### config.mk
export PLATFORM = sky130hd
export DESIGN_NAME = egd_stream_sequencer
export DESIGN_NICKNAME = d
export VERILOG_FILES = /design/src/rtl/egd_stream_sequencer.sv
export SDC_FILE = /design/constraint.sdc
export NUM_CORES = 1
export LEC_CHECK = 0
export CORE_ASPECT_RATIO = 0.75
export CORE_MARGIN = 2
export CORE_UTILIZATION = 50
export DETAILED_ROUTE_END_ITERATION = 7
export GPL_TIMING_DRIVEN = 0
export PLACE_DENSITY = 0.74
export SKIP_LAST_GASP = 1
export SLEW_MARGIN = 20
export SYNTH_ARGS = -nofsm -noshare
export SYNTH_HDL_FRONTEND = slang
export SYNTH_SLANG_ARGS = --single-unit
### constraint.sdc
create_clock -name wb_clk_i -period 7.11 [get_ports wb_clk_i]
set_input_delay 2.133 -clock wb_clk_i [delete_from_list [all_inputs] [get_ports wb_clk_i]]
set_output_delay 2.133 -clock wb_clk_i [all_outputs]
set_load 0.05 [all_outputs]
### src/rtl/egd_stream_sequencer.sv
// egd_stream_sequencer: feeds firmware-written bitstream words to the Exp-Golomb decoder core.
// Ports: wb_clk_i/wb_rst_i (sync, active-high); la_wdata/la_wtoggle/la_mode word offer from LA;
//        dec_* decoder handshake (window, mode, start, done, len, value); res_* results back to LA.
module egd_stream_sequencer #(
  parameter int TIMEOUT_CYCLES = 64,
  parameter int CNT_W          = 4
) (
  input  logic             wb_clk_i,
  input  logic             wb_rst_i,
  input  logic [15:0]      la_wdata,
  input  logic             la_wtoggle,
  input  logic [1:0]       la_mode,
  output logic [15:0]      dec_window,
  output logic [1:0]       dec_mode,
  output logic             dec_start,
  input  logic             dec_done,
  input  logic [4:0]       dec_len,
  input  logic [7:0]       dec_value,
  output logic [7:0]       res_value,
  output logic [2:0]       res_status,
  output logic [CNT_W-1:0] res_count
);

  localparam int TW = $clog2(TIMEOUT_CYCLES);

  typedef enum logic [1:0] {IDLE, ISSUE, WAIT, COMMIT} state_t;

  state_t     state;
  logic [31:0] bit_buf;   // MSB-first; bits below the fill level are always zero
  logic [5:0]  fill;      // 0..32 valid bits held in bit_buf
  logic        ack;
  logic        res_tog;
  logic        err;
  logic [TW-1:0] tmo_cnt;
  logic [4:0]  len_q;
  logic [7:0]  val_q;
  logic        pending;

  assign pending    = (la_wtoggle != ack);
  assign dec_window = bit_buf[31:16];
  assign res_status = {err, res_tog, ack};

  always_ff @(posedge wb_clk_i) begin
    if (wb_rst_i) begin
      state     <= IDLE;
      bit_buf   <= 32'h0;
      fill      <= 6'd0;
      ack       <= 1'b0;
      res_tog   <= 1'b0;
      err       <= 1'b0;
      tmo_cnt   <= '0;
      len_q     <= 5'd0;
      val_q     <= 8'h00;
      dec_mode  <= 2'b00;
      dec_start <= 1'b0;
      res_value <= 8'h00;
      res_count <= '0;
    end else begin
      case (state)
        IDLE: begin
          if (pending && la_mode == 2'b11) begin
            bit_buf <= 32'h0;
            fill    <= 6'd0;
            err     <= 1'b0;
            ack     <= la_wtoggle;
          end else if (pending && fill <= 6'd16) begin
            // Empty region is zero, so OR-ing the word in just below the
            // current fill level appends it in stream order.
            bit_buf <= bit_buf | ({la_wdata, 16'h0000} >> fill);
            fill    <= fill + 6'd16;
            ack     <= la_wtoggle;
          end else if (fill >= 6'd16 && !err) begin
            state     <= ISSUE;
            dec_mode  <= la_mode;
            dec_start <= 1'b1;
          end
        end
        ISSUE: begin
          dec_start <= 1'b0;
          tmo_cnt   <= '0;
          state     <= WAIT;
        end
        WAIT: begin
          if (dec_done) begin
            if (dec_len >= 5'd1 && dec_len <= 5'd16) begin
              len_q <= dec_len;
              val_q <= dec_value;
              state <= COMMIT;
            end else begin
              err   <= 1'b1;
              state <= IDLE;
            end
          end else if (tmo_cnt == TW'(TIMEOUT_CYCLES - 1)) begin
            err   <= 1'b1;
            state <= IDLE;
          end else begin
            tmo_cnt <= tmo_cnt + 1'b1;
          end
        end
        COMMIT: begin
          // len <= 16 <= fill here, so fill cannot underflow.
          bit_buf   <= bit_buf << len_q;
          fill      <= fill - {1'b0, len_q};
          res_value <= val_q;
          res_tog   <= ~res_tog;
          res_count <= res_count + {{(CNT_W-1){1'b0}}, 1'b1};
          state     <= IDLE;
        end
        default: state <= IDLE;
      endcase
    end
  end

endmodule

==> impl_metrics.py <==
metrics = {
    "route": {
        "dr.max_layer_used": "met4",
        "drtAntennaViolNets": 0,
        "via_per_inst": 6.91,
        "route.met3.wl_mm": 3.76,
        "drt_iter0_drc": 946,
        "drc": 0,
        "vias": 7105,
        "wl_per_cell_um": 25.7,
        "drt-met1-wl_mm": 10.9,
        "met2WireLength_mm": 11.2,
        "wl_mm": 26.4,
        "drtPass1Iterations": 5,
    },
    "worst_setup_path": {
        "reg2reg_depth": 11,
        "cp-startpoint": "la_mode[1]",
        "r2r-end": "fill[5]",
        "critPathMaxFanout": 10,
        "rrSetupSlack_ns": 4.14,
        "crit_required_ns": 7.39,
        "worstSetupPathType": "input pin to flop",
        "r2r-start": "len_q[1]",
        "endpoint_kind": "flop",
        "cp-endpoint": "bit_buf[30]",
        "cp-start-kind": "input pin",
        "arrival_ns": 4.61,
    },
    "run_status": {
        "outcome": "finished clean",
    },
    "pwr": {
        "ir_drop_mv": 0.251,
        "p_leak_uw": 0.00291,
        "intPower_uw": 1290,
        "pwr-share-clk_pct": 21.5,
        "power_frac_seq_pct": 27.2,
        "total_power_uw": 2400,
        "power.switching_uw": 1110,
        "pwr-share-comb_pct": 51.3,
        "powerDensity_mw_per_mm2": 298,
        "power_switching_share_pct": 46.1,
    },
    "synthesis": {
        "yosys_warnings": 0,
        "yosysTopAreaCellShare_pct": 22.6,
        "syn-mean-instance-area_um2": 8.83,
        "ys_seq_area_share_pct": 22.6,
        "synth_seq_cells": 77,
        "synthArstFlopShare_pct": 0,
        "synthTopCellsByArea": "dfxtp_1 23%, mux4_2 15%, mux2i_1 8.5%, nor2_1 4.7%, mux2_2 4.3%",
        "syn_area_mm2": 0.00683,
        "synth_edf_count": 0,
        "synthCells": 773,
        "synth_cell_type_count": 71,
        "ys.flop_type": "dfxtp_1",
        "yosysTopAreaCell": "dfxtp_1",
        "synth_nets": 822,
    },
    "floorplan": {
        "die_w_um": 139,
        "die_h_um": 105,
        "die_area_mm2": 0.0146,
        "rows": 36,
        "ios": 69,
        "core_mm2": 0.0132,
        "start_util_pct": 51.9,
    },
    "sta": {
        "tightestPinTransition_ns": 0.765,
        "rsz0062_at_grt": "no",
        "timing.fmax_ghz": 0.231,
        "finalHoldViolations": 0,
        "period_needed_ns": 4.33,
        "setup-tns-final_ns": 0,
        "drv_slew": 0,
        "fin_skew_ns": 0.00553,
        "setup-violations-final": 0,
        "period_share_pct": 60.9,
        "fin_ws_ns": 2.78,
        "max_slew_margin_pct": 48.8,
    },
    "cells_and_area": {
        "area_delta_synth_final_pct": 17.8,
        "final_cells": 1028,
        "drive_above_1_share_pct": 17.8,
        "layout.nets": 900,
    },
    "clock_network": {
        "tritoncts": "yes",
        "clkTransAtPathRegs_ns": 0.06,
        "post-cts-setup-buffers": 0,
        "htree_num_levels": 3,
        "cts_buffer_depth": 2,
        "cts-root-buf": "clkbuf_16",
        "cts_sinks": 77,
        "worstSkewPairLatency_ns": 0.35,
        "cts_hold_buf": 0,
        "cts-resized-gates": 0,
        "cts_buffers": 9,
    },
    "placed_design": {
        "gp_congestion": 1.03,
        "post-place-ws_ns": 2.57,
        "place_hpwl_mm": 20.4,
        "numPortBuffers": 67,
        "placed_cells": 1011,
    },
    "flow_run": {
        "drv_cap": 0,
    },
    "global_route": {
        "grt_pass1_vias": 6798,
        "grt-ovfl-total": 0,
        "grt_pass1_wl_mm": 40.0,
        "grt_antenna_before_repair": 2,
        "grt_max_degree": 16,
        "grt_util_all_layers_pct": 35.7,
    },
    "hold_path": {
        "min_path_type": "flop to flop",
        "min_from": "bit_buf[31]",
    },
}
[power by group through the flow]
stage                     Sequential, uW  Clock [uW]  Combinational [uW]
after global routing                 653         538                1290
final                                652         516                1230
after detailed placement             649           0                1170
after CTS                            640         522                1180
after global placement               644           0                1170
after floorplan                      603           0                 823
[cells by family (layout without fill, tap and decap cells)]
family	Yosys count	count (layout)	share of synthesized area [%]
other	0	1	0
multiplexers	136	136	30.3
buffers and inverters	103	186	7.81
AND/OR/NAND/NOR	247	247	16.4
flip-flops	77	77	22.6
AO/OA/AOI/OAI	183	183	18.6
adder cells (fa/ha/maj)	14	14	2.68
XOR/XNOR	13	13	1.67
[metal layers]
layer  GRT usage [%]  up-vias
li1                -     3074
met1            49.6     3391
met2            51.7      574
met3            13.6       66
met4            10.5        0
met5               0        -
[Yosys cell counts, types with 20 or more instances]
| cell | n |
|---|---|
| dfxtp_1 | 77 |
| mux4_2 | 46 |
| nand2_1 | 76 |
| nor2_1 | 86 |
| clkbuf_1 | 25 |
| buf_4 | 21 |
| buf_2 | 24 |
| mux2_2 | 26 |
| o21ai_0 | 34 |
| mux2i_1 | 58 |
| inv_1 | 20 |
| a21oi_1 | 39 |
[cells in the final DEF, fill, tap and decap left out, drive strengths merged, types with 4 or more instances in the layout]
cell type and count:
nor2 86, o21ai 34, nor4 5, nor3b 4
o221ai 7, mux4 52, xnor2 7, o22ai 11
nand3 19, a211oi 11, a31oi 17, dfxtp 77
a21oi 39, a32oi 10, buf 54, nand3b 4
a2111oi 5, o31ai 6, clkbuf 34, inv 26
ha 13, nand2b 5, and2 7, mux2 26
xor2 6, a22oi 9, o211ai 5, nand2 76
mux2i 58, nor2b 8, nor3 18, clkdlybuf4s50 67
and3 5
[worst min path at each step]
stage / cells after the start / endpoint / slack, ns
5_1_grt: 2 / bit_buf[31] / 0.50
4_1_cts: 2 / bit_buf[31] / 0.48
2_1_floorplan: 2 / bit_buf[31] / 0.43
6_report: 2 / bit_buf[31] / 0.47
3_5_place_dp: 2 / bit_buf[31] / 0.47
3_3_place_gp: 2 / bit_buf[31] / 0.44
[area by class of cell]
class	instances	area [um^2]
clock inverters	7	104
inverters	24	90.1
diodes	1	2.50
multi-input cells	593	4750
clock buffers	9	225
well taps	171	214
flip-flops and latches	77	1540
plain buffers	79	443
repair buffers	67	671
fillers	1160	5110
[sequential cells by signal (all words and copies together) (netlist names)]
name / count
ack: 1
bit_buf: 32
dec_mode: 2
dec_start: 1
err: 1
fill: 6
len_q: 5
res_count: 4
res_tog: 1
res_value: 8
state: 2
tmo_cnt: 6
val_q: 8
[worst max-delay path, stage by stage]
cell and delay, ns:
clkdlybuf4s50_1 0.46, and2_1 0.22, a21oi_1 0.58, nand2_1 0.22, clkbuf_1 0.34, nor4_1 0.40
a2111oi_2 0.10, o2bb2ai_1 0.16
[per-stage QoR]
step	instance area (um^2)	hold WS (ns)	util, %
2_1_floorplan	6830	0.431	-
3_3_place_gp	7710	0.444	58.6
3_5_place_dp	7710	0.471	58.6
4_1_cts	8040	0.479	61.1
5_1_grt	8040	0.497	61.1
6_report	8040	0.471	61.1
(Power assumes the default switching activity.)
